## src/rtl/muldiv_iter.sv

```systemverilog
// rtl/muldiv_iter.sv - iterative MULT/MULTU/DIV/DIVU unit with HI/LO registers
//
// Radix-2 multiply/divide beside the EX-stage ALU. One step per cycle for
// WIDTH cycles, then a sign-fix/writeback cycle.
//
// Ports:
//   clk, rst        rising-edge clock, synchronous active-high reset
//   start, op       issue request (accepted only when idle); 00 MULT, 01 MULTU,
//                   10 DIV, 11 DIVU
//   a, b            rs / rt operands
//   hi_we, lo_we    MTHI / MTLO strobes with data on wdata (idle only)
//   busy            operation in flight
//   done            one-cycle pulse after HI/LO are written
//   hi, lo          architectural HI / LO registers

module muldiv_iter #(
  parameter int WIDTH = 32,
  parameter int CNT_W = 6
) (
  input  logic             clk,
  input  logic             rst,
  input  logic             start,
  input  logic [1:0]       op,
  input  logic [WIDTH-1:0] a,
  input  logic [WIDTH-1:0] b,
  input  logic             hi_we,
  input  logic             lo_we,
  input  logic [WIDTH-1:0] wdata,
  output logic             busy,
  output logic             done,
  output logic [WIDTH-1:0] hi,
  output logic [WIDTH-1:0] lo
);

  localparam logic [1:0] S_IDLE = 2'd0;
  localparam logic [1:0] S_RUN  = 2'd1;
  localparam logic [1:0] S_FIX  = 2'd2;

  logic [1:0]         state;
  logic               is_div;
  logic               neg_res;   // negate product / quotient
  logic               neg_rem;   // remainder takes dividend's sign
  logic               div_zero;
  logic [WIDTH-1:0]   a_raw;     // kept for the divide-by-zero HI result
  logic [WIDTH-1:0]   opnd;      // multiplicand for multiply, divisor for divide
  logic [2*WIDTH-1:0] acc;       // {upper, lower}: product or {remainder, quotient}
  logic [CNT_W-1:0]   cnt;

  logic               a_neg, b_neg;
  logic [WIDTH-1:0]   abs_a, abs_b;
  logic [WIDTH:0]     mul_sum;
  logic [WIDTH:0]     div_trial;
  logic [2*WIDTH-1:0] acc_next;
  logic [2*WIDTH-1:0] prod;
  logic [WIDTH-1:0]   quo, rem;

  assign busy = (state != S_IDLE);

  // Sign handling only for the signed ops (op[0] == 0).
  assign a_neg = ~op[0] & a[WIDTH-1];
  assign b_neg = ~op[0] & b[WIDTH-1];
  assign abs_a = a_neg ? -a : a;
  assign abs_b = b_neg ? -b : b;

  always_comb begin
    mul_sum   = {1'b0, acc[2*WIDTH-1:WIDTH]} + (acc[0] ? {1'b0, opnd} : {(WIDTH+1){1'b0}});
    // Shifted partial remainder minus divisor; bit WIDTH set means "does not fit".
    div_trial = acc[2*WIDTH-1:WIDTH-1] - {1'b0, opnd};
    acc_next  = {mul_sum, acc[WIDTH-1:1]};
    if (is_div) begin
      if (!div_trial[WIDTH])
        acc_next = {div_trial[WIDTH-1:0], acc[WIDTH-2:0], 1'b1};
      else
        acc_next = {acc[2*WIDTH-2:0], 1'b0};
    end
    prod = neg_res ? -acc : acc;
    quo  = neg_res ? -acc[WIDTH-1:0] : acc[WIDTH-1:0];
    rem  = neg_rem ? -acc[2*WIDTH-1:WIDTH] : acc[2*WIDTH-1:WIDTH];
  end

  always_ff @(posedge clk) begin
    if (rst) begin
      state    <= S_IDLE;
      is_div   <= 1'b0;
      neg_res  <= 1'b0;
      neg_rem  <= 1'b0;
      div_zero <= 1'b0;
      a_raw    <= '0;
      opnd     <= '0;
      acc      <= '0;
      cnt      <= '0;
      done     <= 1'b0;
      hi       <= '0;
      lo       <= '0;
    end else begin
      done <= 1'b0;
      case (state)
        S_IDLE: begin
          if (start) begin
            is_div   <= op[1];
            neg_res  <= a_neg ^ b_neg;
            neg_rem  <= a_neg;
            div_zero <= op[1] & (b == '0);
            a_raw    <= a;
            cnt      <= '0;
            if (op[1]) begin
              opnd <= abs_b;
              acc  <= {{WIDTH{1'b0}}, abs_a};
            end else begin
              opnd <= abs_a;
              acc  <= {{WIDTH{1'b0}}, abs_b};
            end
            state <= S_RUN;
          end else begin
            // MTHI/MTLO only land when no operation is being issued.
            if (hi_we) hi <= wdata;
            if (lo_we) lo <= wdata;
          end
        end
        S_RUN: begin
          acc <= acc_next;
          cnt <= cnt + CNT_W'(1);
          if (cnt == CNT_W'(WIDTH - 1)) state <= S_FIX;
        end
        S_FIX: begin
          if (is_div) begin
            if (div_zero) begin
              hi <= a_raw;
              lo <= '1;
            end else begin
              hi <= rem;
              lo <= quo;
            end
          end else begin
            hi <= prod[2*WIDTH-1:WIDTH];
            lo <= prod[WIDTH-1:0];
          end
          done  <= 1'b1;
          state <= S_IDLE;
        end
        default: state <= S_IDLE;
      endcase
    end
  end

endmodule

```

## config.mk

```make
export PLATFORM = sky130hd
export DESIGN_NAME = muldiv_iter
export DESIGN_NICKNAME = d
export VERILOG_FILES = /design/src/rtl/muldiv_iter.sv
export SDC_FILE = /design/constraint.sdc
export NUM_CORES = 1
export LEC_CHECK = 0
export CORE_MARGIN = 2
export CORE_UTILIZATION = 35
export CTS_CLUSTER_DIAMETER = 150
export CTS_CLUSTER_SIZE = 28
export DETAILED_ROUTE_END_ITERATION = 16
export SLEW_MARGIN = 20
export SYNTH_ARGS = -nofsm -noshare
export SYNTH_HDL_FRONTEND = slang
export SYNTH_SLANG_ARGS = --single-unit
```

## constraint.sdc

```tcl
create_clock -name clk -period 8.8 [get_ports clk]
set_clock_uncertainty 0.1 [all_clocks]
set_input_delay 0.88 -clock clk [delete_from_list [all_inputs] [get_ports clk]]
set_output_delay 0.88 -clock clk [all_outputs]
set_load 0.03 [all_outputs]
```

==> summary.md <==
| Metric | Value |
|---|---|
| Status | completed |
| Ys Warns | 0 |
| First-pass GRT wire length | 99500 um |
| Setup-failing EPs final | 0 |
| Crit path kind | register to register |
| Worst EP required | 9.13 ns |
| Skew-Pair Late Insertion Delay | 0.51 ns |
| I/O pins | 169 |
| Slew HR | 0.300 |
| Placed cell areas | 18500 um2 |
| Pre-Repair DR Iteration Count | 7 |
| Nets | 2486 |
| Final ANT Viol Nets | 0 |
| Number of synthesized flops with an enable pin | 0 |
| Overall global routing resource usage | 0.257 |
| Commonest cells in the synthesized netlist | nand2_1, a21oi_1, nor2_1 |
| Area grow syn2layout | 13.9% |
| PostCTS Resize Cnt | 0 |
| Top_reg_cell synth | dfxtp_1 |
| P_leak | 6.90 nW |
| Initial Util | 0.355 |
| Depth of the CTS H-tree | 1 |
| #FFs+latches synth | 205 |
| Fmax | 0.210 GHz |
| Placer congestion estimate | 0.958 |
| Fill cells | 4834 |
| Total CTS buffers | 11 |
| Tmin final | 4.76 ns |
| Gr ovfl total | 0 |
| Crit share post-route | 0.541 |
| Syn_nets | 2460 |
| Chip width | 221 um |
| Syn avg cell area | 7.24 um2 |
| Synthesized instance count | 2286 |
| Final Instance Area | 18800 um2 |
| Startpoint types | register |
| Drt total wl | 66300 um |
| Power Density | 133 nW/um2 |
| DRC violations left | 0 |
| CTS tree | done |
| Fin. Hold Viols | 0 |
| Largest net degree at the start of global routing | 76 |
| RSZ-0062 raised after global routing | no |
| VDD IR max | 0.000111 V |
| Die footprint | 49000 um2 |
| Library cells used by synthesis | 79 |
| Worst setup EP type | register |
| Crit-path max FO | 18 |
| Dpl hpwl | 51000 um |
| Area leader, netlist | dfxtp_1 |
| Vias | 17595 |
| DR iter-0 viols | 2000 |
| FP Rows | 79 |
| Routed vias/inst | 6.03 |
| Root Driver | clkbuf_16 |
| Ys async rst share | 0 |
| Worst Hold Class | register to register |
| Arrival @ worst endpoint | 5.09 ns |
| Netlist Area Pre-Place | 16500 um2 |
| WL/cell | 22.7 um |
| Layout cell share with drive strength beyond 1 | 0.0385 |
| CTS sink cnt | 205 |
| Core Area | 46600 um2 |
| Worst Max-Slew Pin Slew | 1.04 ns |
| Bufs on Longest Clock Path | 3 |
| Post-CTS Setup Bufs | 0 |
| Antenna diodes | 0 |
| Initial antenna violation count | 0 |
| Max Cap Viol | 0 |
| Seq/Total Area, Yosys | 0.248 |
| Setup_tns | 0 ns |
| Max Transition Viols Final | 0 |
| Clock transition at the registers of the reported paths | 0.12 ns |
| Hold buffer count at cts | 0 |
| Vias in the first global route | 16108 |
| Synth area leaders | dfxtp_1, a21oi_1, nand2_1, ha_1, nor2_1 |
| Top cell type's share of synthesized area | 0.248 |
| Most common cell in the netlist | nand2_1 |
| # port buffers | 168 |
| Die H | 221 um |
metrics by stage:
stage,std cells,utilization,setup slack [ns],power [mW],hold WS (ns)
floorplan,2286,-,5.19,1.61,0.332
global placement,2906,0.398,4.27,1.91,0.342
detailed placement,2906,0.398,4.16,1.92,0.344
CTS,2920,0.405,4.15,2.49,0.360
global route,2920,0.405,3.69,2.60,0.375
finish,2920,0.405,4.04,2.50,0.356
final cells by class:
type / instances / area [um2] / area share
Clock inverter: 2 / 21.3 / 0.00113
Inverter: 65 / 244 / 0.0129
Tap cell: 607 / 759 / 0.0403
Timing Repair Buffer: 193 / 1860 / 0.0988
Multi-Input combinational cell: 1836 / 11600 / 0.614
Sequential cell: 205 / 4110 / 0.218
Clock buffer: 12 / 279 / 0.0148
where the power goes:
| part | internal, mW | leakage [nW] | switching, mW |
|---|---|---|---|
| combinational | 0.318 | 5.07 | 0.517 |
| sequential | 0.985 | 1.68 | 0.0949 |
| clock | 0.236 | 0.148 | 0.350 |
cells by family (layout without fill, tap and decap cells):
group / Yosys count / count (layout) / share of synthesized area
buf+inv: 245 / 272 / 0.0566
flops: 205 / 205 / 0.248
fa+ha+maj: 71 / 71 / 0.0546
compound gates: 761 / 761 / 0.300
mux: 51 / 51 / 0.0313
simple gates: 763 / 763 / 0.209
xor+xnor: 190 / 190 / 0.101
placed cells by master (no fill, tap or decap), types with 11 or more instances in the layout:
master / n
o21ai_0: 144
nor3_1: 38
o221ai_1: 22
nor2b_1: 25
ha_1: 69
clkbuf_16: 11
nor4_1: 14
a311oi_1: 17
o31ai_1: 39
inv_1: 63
a21o_1: 27
mux2i_1: 48
a21oi_1: 241
or3_1: 23
o21a_1: 13
or4_1: 13
dfxtp_1: 201
o41ai_1: 11
nor2_1: 223
nand2b_1: 30
a211oi_1: 75
buf_4: 26
a31oi_1: 13
nand3_1: 37
or2_2: 13
xor2_1: 96
o211ai_1: 50
a22oi_1: 13
clkdlybuf4s50_1: 166
xnor2_1: 92
nand2_1: 290
a221oi_1: 11
critical path, stage by stage (launching register included):
cell	delay [ns]
dfxtp_1	0.46
inv_1	0.10
ha_1	0.21
fa_1	0.38
nand2b_1	0.19
a21oi_1	0.28
o221a_2	0.36
a31oi_1	0.19
o31ai_1	0.91
xnor2_2	0.49
buf_4	0.36
o311ai_0	0.33
o211ai_1	0.14
a21oi_1	0.18
worst paths after layout:
check | from | end | slack (ns) | cells past startpoint
setup / recovery | acc[31] | acc[40] | 4.04 | 13
hold / removal | lo[15] | lo[15] | 0.36 | 2
setup reg to reg | acc[31] | acc[40] | 4.04 | 13
hold reg to reg | lo[15] | lo[15] | 0.36 | 2
per-layer routing:
metal  wire length (um)  vias up  track usage
met5                  0        -            0
met4               2250        0       0.0777
met3               5280       96       0.0262
met2              28100      851        0.390
met1              30600     8357        0.382
li1                   -     8291            -
sequential cells by signal, indices dropped and copies added, names as in the netlist:
signal,count
cnt,6
lo,32
div_zero,1
state,2
neg_res,1
opnd,32
a_raw,32
acc,64
hi,32
neg_rem,1
done,1
is_div,1
Note: power is estimated with default switching activity, not from simulation.
